### src/rtl/frame_commutator.sv
// Frame commutator: scatters a serial word stream into per-channel slots and
// presents each completed frame, masked by the channel enables it was built with.
module frame_commutator #(
  parameter  int WIDTH  = 16,
  parameter  int NUM_CH = 4,
  localparam int CH_W   = $clog2(NUM_CH)
) (
  input  logic              clk,
  input  logic              rst_n,
  input  logic [NUM_CH-1:0] ch_en,
  input  logic              in_valid,
  output logic              in_ready,
  input  logic [WIDTH-1:0]  in_data,
  input  logic              in_sof,
  output logic [WIDTH-1:0]  out_data [NUM_CH-1:0],
  output logic              out_valid,
  input  logic              out_ready,
  output logic [NUM_CH-1:0] out_mask,
  output logic [CH_W-1:0]   cur_ch,
  output logic              err_short
);

  // Handshake: a word moves on in_valid && in_ready, a frame on out_valid && out_ready.
  typedef enum logic {IDLE, FILL} state_t;

  state_t            state;
  logic [CH_W-1:0]   ptr;
  logic [NUM_CH-1:0] fmask;
  logic [WIDTH-1:0]  stage [NUM_CH-1:0];

  logic              accept, pop, start, would_complete;
  logic [NUM_CH-1:0] wmask;
  logic [CH_W-1:0]   wptr;

  function automatic logic [CH_W-1:0] lowest(input logic [NUM_CH-1:0] m);
    lowest = '0;
    for (int i = NUM_CH - 1; i >= 0; i--) if (m[i]) lowest = CH_W'(i);
  endfunction

  function automatic logic [CH_W-1:0] next_above(input logic [NUM_CH-1:0] m,
                                                 input logic [CH_W-1:0] p);
    next_above = '0;
    for (int i = NUM_CH - 1; i >= 0; i--) if (m[i] && i > int'(p)) next_above = CH_W'(i);
  endfunction

  function automatic logic any_above(input logic [NUM_CH-1:0] m,
                                     input logic [CH_W-1:0] p);
    any_above = 1'b0;
    for (int i = 0; i < NUM_CH; i++) if (m[i] && i > int'(p)) any_above = 1'b1;
  endfunction

  // An sof word, or any word while idle, restarts on the live enable mask.
  always_comb begin
    start          = (state == IDLE) || in_sof;
    wmask          = start ? ch_en : fmask;
    wptr           = start ? lowest(ch_en) : ptr;
    would_complete = (wmask != '0) && !any_above(wmask, wptr);
    in_ready       = !(would_complete && out_valid && !out_ready);
    accept         = in_valid && in_ready;
    pop            = out_valid && out_ready;
    cur_ch         = (state == FILL) ? ptr : lowest(ch_en);
  end

  always_ff @(posedge clk or negedge rst_n) begin
    if (!rst_n) begin
      state     <= IDLE;
      ptr       <= '0;
      fmask     <= '0;
      out_valid <= 1'b0;
      out_mask  <= '0;
      err_short <= 1'b0;
      for (int i = 0; i < NUM_CH; i++) begin
        stage[i]    <= '0;
        out_data[i] <= '0;
      end
    end else begin
      err_short <= accept && in_sof && (state == FILL);
      if (pop) out_valid <= 1'b0;
      if (accept) begin
        if (wmask == '0) begin
          state <= IDLE;
        end else if (would_complete) begin
          for (int i = 0; i < NUM_CH; i++)
            out_data[i] <= !wmask[i] ? '0 :
                           (i == int'(wptr)) ? in_data : stage[i];
          out_mask  <= wmask;
          out_valid <= 1'b1;
          state     <= IDLE;
        end else begin
          stage[wptr] <= in_data;
          ptr         <= next_above(wmask, wptr);
          fmask       <= wmask;
          state       <= FILL;
        end
      end
    end
  end

endmodule

### config.mk
export PLATFORM = sky130hd
export DESIGN_NAME = frame_commutator
export DESIGN_NICKNAME = d
export VERILOG_FILES = /design/src/rtl/frame_commutator.sv
export SDC_FILE = /design/constraint.sdc
export NUM_CORES = 1
export LEC_CHECK = 0
export CORE_MARGIN = 8
export CORE_UTILIZATION = 40
export DETAILED_ROUTE_END_ITERATION = 8
export PLACE_DENSITY = 0.65
export SLEW_MARGIN = 20
export SYNTH_ARGS = -nofsm -noshare
export SYNTH_HDL_FRONTEND = slang
export SYNTH_SLANG_ARGS = --single-unit
export TNS_END_PERCENT = 1
### constraint.sdc
create_clock -name clk -period 5.2 [get_ports clk]
set_clock_uncertainty 0.15 [all_clocks]
set_input_delay 0.78 -clock clk [delete_from_list [all_inputs] [get_ports clk]]
set_output_delay 0.78 -clock clk [all_outputs]
set_load 0.01 [all_outputs]
==> results.json, run 1 <==
{
  "rows": 46,
  "place.gp.congestion": 0.8806,
  "port_buffers": 97,
  "cts.sink_count": 141,
  "grt_max_degree": 99,
  "cp_max_fo": 11,
  "cp-startpoint": "in_sof",
  "synth_cell_types": 42,
  "io_pins": 98,
  "htreeDepth": 4,
  "wl_per_cell_um": 20.20,
  "cts_tree": "yes",
  "ys_warn_count": 0,
  "drt-total-wl_mm": 16.48,
  "start_util": 0.4060,
  "p_leak_nw": 3.580,
  "nFillCells": 1368,
  "num_vias": 4530,
  "powerDensity_mw_per_mm2": 561.9,
  "dpl_cell_area_sq_mm": 0.007488,
  "worstRegToRegCells": 5,
  "slew_headroom": 0.2565,
  "crit_slowest_cell": "clkdlybuf4s50_1",
  "fin_crit_sh": 0.7920,
  "syn_to_final_growth_pct": 26.21,
  "async_flop_share": 1.000,
  "cts_resized": 0,
  "max_stage_delay_ns": 0.55,
  "endpoint_kind": "output pin",
  "synthCells": 517,
  "drt_iter0_markers": 306,
  "yosysSeqAreaShare": 0.5511,
  "cp_cell_sequence": "clkdlybuf4s50_1 > nand2b_1 > nor2_1 > o311a_2 > nand2b_1 > clkdlybuf4s50_1",
  "grt_pass1_wl_mm": 26.97,
  "coreArea_sq_mm": 0.01577,
  "clk_latency_ns": 0.42,
  "ys.flop_type": "dfrtp_1",
  "reg2reg_to": "stage[43]",
  "grt_setup_unrepaired": "no",
  "clock_path_buffers": 2,
  "cp_top_family": "buffers and inverters",
  "path_depth": 6,
  "finalNetCount": 613,
  "tightestPinTransition_ns": 1.109,
  "reg2reg_slack_ns": 1.76,
  "die_h_um": 142.5,
  "grt_pass1_vias": 4846,
  "die_area_sq_mm": 0.02031,
  "hpwl_mm": 10.85,
  "cts.clk_slew.worst_paths_ns": 0.05,
  "min_period_ns": 4.119,
  "yosysMostFrequentCell": "dfrtp_1",
  "cts_inserted_buffers": 17,
  "fin_setup_tns_ns": 0,
  "ff_latch_area_sq_mm": 0.003528,
  "startpoint_type": "input pin",
  "outcome": "finished clean",
  "vdd_ir_drop_max_v": 0.0002759,
  "grt.total_usage": 0.1713,
  "drive_above_1_share": 0.2033,
  "cp-endpoint": "in_ready",
  "hold_viol": 0,
  "multiInputGateArea_sq_mm": 0.002620,
  "r2r_start": "state",
  "antenna_left": 0,
  "worst_ep_required_time_ns": 4.27,
  "critPathKind": "input pin to output pin",
  "utilization": 0.5124,
  "clock.fmax_mhz": 242.8,
  "drc": 0,
  "ys_ff_latch": 141,
  "yosysTopAreaCell": "dfrtp_1",
  "timing.final.ws_setup_ns": 1.081,
  "synth.area.top_cells": "dfrtp_1 (55%), mux2i_1 (10%), mux2_2 (8.4%), o21ai_0 (6.6%), o31ai_1 (5.7%)",
  "crit_buf_inv": 2,
  "hold_class": "flip-flop to flip-flop",
  "drtPass1Iterations": 4,
  "drv_cap": 0,
  "postCtsHoldBufs": 0,
  "synth_edf_count": 0,
  "post_cts_buffers": 0,
  "grt_overflow": 0,
  "synth_commonest_cells": "dfrtp_1 (141), o21ai_0 (84), mux2i_1 (66), o31ai_1 (49), mux2_2 (48)",
  "setup_viol": 0,
  "synth_nets": 542,
  "avgSynthCellArea_sq_um": 12.38,
  "root_buffer": "clkbuf_16",
  "antennaDiodeCount": 0,
  "antenna_found_initial": 0,
  "worst_ep_arrival_time_ns": 3.19,
  "synth_top_area_share": 0.5511,
  "die_x_um": 142.5,
  "dp_slack_ns": 0.9023,
  "viasPerCell": 5.551,
  "slew_viol_final": 0,
  "syn_area_sq_mm": 0.006402,
  "fin_area_sq_mm": 0.008080
}
==> registers in the layout, indices dropped and copies added, names as in the netlist <==
| signal | count |
|---|---|
| out_valid | 1 |
| state | 1 |
| fmask | 4 |
| out_mask | 4 |
| stage | 64 |
| out_data | 64 |
| ptr | 2 |
| err_short | 1 |
==> area by class of cell <==
type | count | area share
clock inverters | 5 | 0.006504
well taps | 216 | 0.03345
multi-input cells | 317 | 0.3242
clock buffers | 26 | 0.06674
repair buffers | 109 | 0.1315
inverters | 2 | 0.0009291
flip-flops and latches | 141 | 0.4367
==> cells by family after synthesis <==
kind of cell           share of synthesized area
muxes                                     0.1876
DFF                                       0.5511
buffers and inverters                    0.04495
AOI/OAI and AO/OA                         0.1776
and+or+nand+nor                          0.03869
==> where the power goes <==
| group | switching, mW | leakage [nW] | internal [mW] |
|---|---|---|---|
| combinational | 0.806 | 1.47 | 0.803 |
| sequential | 0.238 | 1.81 | 1.50 |
| clock | 0.440 | 0.294 | 0.755 |
==> cells in the final DEF, fill, tap and decap left out, drive strengths merged, types with 2 or more instances in the layout <==
cell | synthesis | layout
or3 | 2 | 2
nand2 | 6 | 6
o21ai | 84 | 84
buf | 19 | 13
mux2i | 66 | 66
nor3 | 4 | 4
inv | 2 | 2
clkinv | 0 | 3
a31oi | 3 | 3
o31ai | 65 | 65
nor2 | 9 | 9
nor2b | 2 | 2
nand2b | 4 | 4
a21oi | 3 | 3
clkbuf | 38 | 26
nor4 | 2 | 2
nand3 | 3 | 3
mux2 | 48 | 48
nor3b | 2 | 2
dfrtp | 141 | 141
clkdlybuf4s50 | 0 | 96
==> stage by stage <==
| stage | total power, mW | instances | hold WS [ns] |
|---|---|---|---|
| finish | 4.540 | 816 | 0.2240 |
| global route | 4.809 | 816 | 0.2354 |
| CTS | 4.593 | 816 | 0.2292 |
| detailed placement | 3.376 | 785 | 0.2163 |
| global placement | 3.323 | 785 | 0.2144 |
| floorplan | 2.650 | 517 | 0.2788 |
==> routing by layer <==
metal  track usage  part of all wire  vias up
met5             0                 0        -
met4       0.06655             0.017        0
met3       0.04596             0.059       21
met2        0.2718              0.48      147
met1        0.2184              0.44     2321
li1              -                 -     2041
==> worst min path at each step <==
stage	start	cells past startpoint	to	slack, ns
4_1_cts	stage[63]	0	stage[63]	0.23
5_1_grt	stage[57]	0	stage[57]	0.24
3_3_place_gp	stage[63]	0	stage[63]	0.21
3_5_place_dp	stage[49]	0	stage[49]	0.22
6_report	stage[55]	0	stage[55]	0.22
2_1_floorplan	stage[48]	1	stage[48]	0.28
Note: power is estimated with default switching activity, not from simulation.
==> run 2, diff against run 1 <==
Settings changed: PLACE_DENSITY 0.65 to 0.68.
Clock period 5.2 ns to 3.75 ns, I/O delays scaled along.
==> run 2 against run 1 <==
Compared with the run above: cell count grew 1.3%; worst setup slack worse by 0.77 ns; worst hold slack worse by 0.14 ns; final area up 0.91%; critical endpoint unchanged.
==> results.json, run 2 (synthesized netlist as in run 1, its figures left out) <==
{
  "drtPass1Iterations": 4,
  "drc": 0,
  "start_util": 0.4060,
  "port_buffers": 97,
  "p_clk_frac": 0.260,
  "cp-startpoint": "ch_en[1]",
  "max_stage_delay_ns": 0.56,
  "p_leak_nw": 3.624,
  "cts_resized": 0,
  "critPathKind": "input pin to output pin",
  "die_x_um": 142.5,
  "clock_path_buffers": 2,
  "antenna_found_initial": 0,
  "hold_viol": 0,
  "worst_ep_required_time_ns": 3.04,
  "dpl_cell_area_sq_mm": 0.007572,
  "cp_top_family": "buffers and inverters",
  "r2r_start": "state",
  "htreeDepth": 4,
  "timing.final.ws_setup_ns": 0.3146,
  "crit_slowest_cell": "clkdlybuf4s50_1",
  "antennaDiodeCount": 0,
  "cp_max_fo": 7,
  "power.share.sequential": 0.380,
  "num_vias": 4532,
  "hold_class": "input pin to asynchronous set/reset pin",
  "tightestPinTransition_ns": 0.9273,
  "grt_overflow": 0,
  "final_common_cell": "dfrtp_1",
  "finalNetCount": 623,
  "vdd_ir_drop_max_v": 0.0003875,
  "place.gp.congestion": 0.8157,
  "p_int_mw": 4.262,
  "grt.total_usage": 0.1757,
  "path_depth": 6,
  "fin_area_sq_mm": 0.008154,
  "wl_per_cell_um": 20.53,
  "dp_slack_ns": 0.3127,
  "rows": 46,
  "die_area_sq_mm": 0.02031,
  "cp_cell_sequence": "clkdlybuf4s50_1 > or3_4 > a32oi_4 > o311a_2 > nand2b_1 > clkdlybuf4s50_1",
  "clk_latency_ns": 0.41,
  "fin_crit_sh": 0.9161,
  "worst_ep_arrival_time_ns": 2.72,
  "reg_top3": "out_data x64, stage x64",
  "slew_viol_final": 0,
  "crit_buf_inv": 2,
  "root_buffer": "clkbuf_16",
  "p_sw_frac": 0.3278,
  "outcome": "finished clean",
  "cts.sink_count": 141,
  "antenna_left": 0,
  "crit_top_cell": "clkdlybuf4s50_1",
  "die_h_um": 142.5,
  "hpwl_mm": 11.17,
  "cts_inserted_buffers": 17,
  "worstRegToRegCells": 8,
  "slew_headroom": 0.3818,
  "grt_pass1_vias": 4905,
  "most-common-layout-cells": "dfrtp_1 (141), clkdlybuf4s50_1 (96), o21ai_0 (84)",
  "grt_max_degree": 100,
  "setup_viol": 0,
  "drt_iter0_markers": 324,
  "clock.fmax_mhz": 291.1,
  "reg2reg_slack_ns": 0.90,
  "power_frac_comb": 0.360,
  "grt_pass1_wl_mm": 27.68,
  "drive_above_1_share": 0.2095,
  "viasPerCell": 5.480,
  "fin_setup_tns_ns": 0,
  "powerDensity_mw_per_mm2": 777.6,
  "startpoint_type": "input pin",
  "postCtsHoldBufs": 0,
  "cts.clk_slew.worst_paths_ns": 0.05,
  "drt-total-wl_mm": 16.98,
  "syn_to_final_growth_pct": 27.36,
  "net-switching-power_mw": 2.078,
  "grt_setup_unrepaired": "no",
  "coreArea_sq_mm": 0.01577,
  "cp-endpoint": "in_ready",
  "drv_cap": 0,
  "endpoint_kind": "output pin",
  "post_cts_buffers": 0,
  "reg2reg_to": "out_data[9]",
  "io_pins": 98,
  "cts_tree": "yes",
  "min_period_ns": 3.435
}
## run 2: changes by cell type in the layout (fill, tap and decap cells not counted)
| cell | delta |
|---|---|
| buf_4 | +9 |
| clkbuf_1 | +4 |
| clkbuf_8 | -4 |
| a21boi_1 | +1 |
| a21boi_2 | -1 |
| buf_12 | +1 |
| bufinv_16 | +1 |
## run 2: worst reg2reg max path: stages (launching register included)
cell and delay [ns]:
dfrtp_1 0.51, nor2b_1 0.18, buf_4 0.16, mux2i_4 0.23, buf_4 0.37, o311ai_4 0.15, or2_2 0.33, buf_4 0.31
o31ai_1 0.37
## run 2: worst min path at each step
stage / start / cells past startpoint / to / slack (ns)
2_1_floorplan: rst_n / 0 / err_short / 0.12
3_3_place_gp: stage[58] / 0 / stage[58] / 0.21
3_5_place_dp: stage[57] / 0 / stage[57] / 0.22
4_1_cts: rst_n / 1 / stage[26] / 0.14
5_1_grt: rst_n / 1 / stage[26] / 0.18
6_report: rst_n / 1 / stage[26] / 0.08
## run 2: stage by stage
step,cells,total power [mW],hold WS (ns),utilization
2_1_floorplan,517,3.675,0.1169,-
3_3_place_gp,795,4.647,0.2144,0.4802
3_5_place_dp,795,4.728,0.2180,0.4802
4_1_cts,827,6.411,0.1432,0.5171
5_1_grt,827,6.712,0.1788,0.5171
6_report,827,6.341,0.08467,0.5171
## run 2: routing by layer
metal  GRT usage  routed length [um]  part of all wire
met1      0.2198                7408              0.44
met2      0.2931                8473              0.50
met3     0.04831                 964             0.057
met4     0.04586                 136            0.0080
met5           0                   0                 0
## run 2: power by group through the flow
stage / combinational (mW) / sequential [mW] / clock, mW
global placement: 2.24 / 2.40 / 0
finish: 2.28 / 2.41 / 1.65
global route: 2.48 / 2.48 / 1.76
detailed placement: 2.30 / 2.43 / 0
floorplan: 1.23 / 2.45 / 0
CTS: 2.32 / 2.41 / 1.69
## run 2: cell type report
type                    instances  area (sq um)
clock buffers                  26         499.2
clock inverters                 6         82.58
fillers                      1398          7616
inverters                       2         7.507
multi-input cells             317          2616
flip-flops and latches        141          3528
well taps                     216         270.3
repair buffers                119          1150
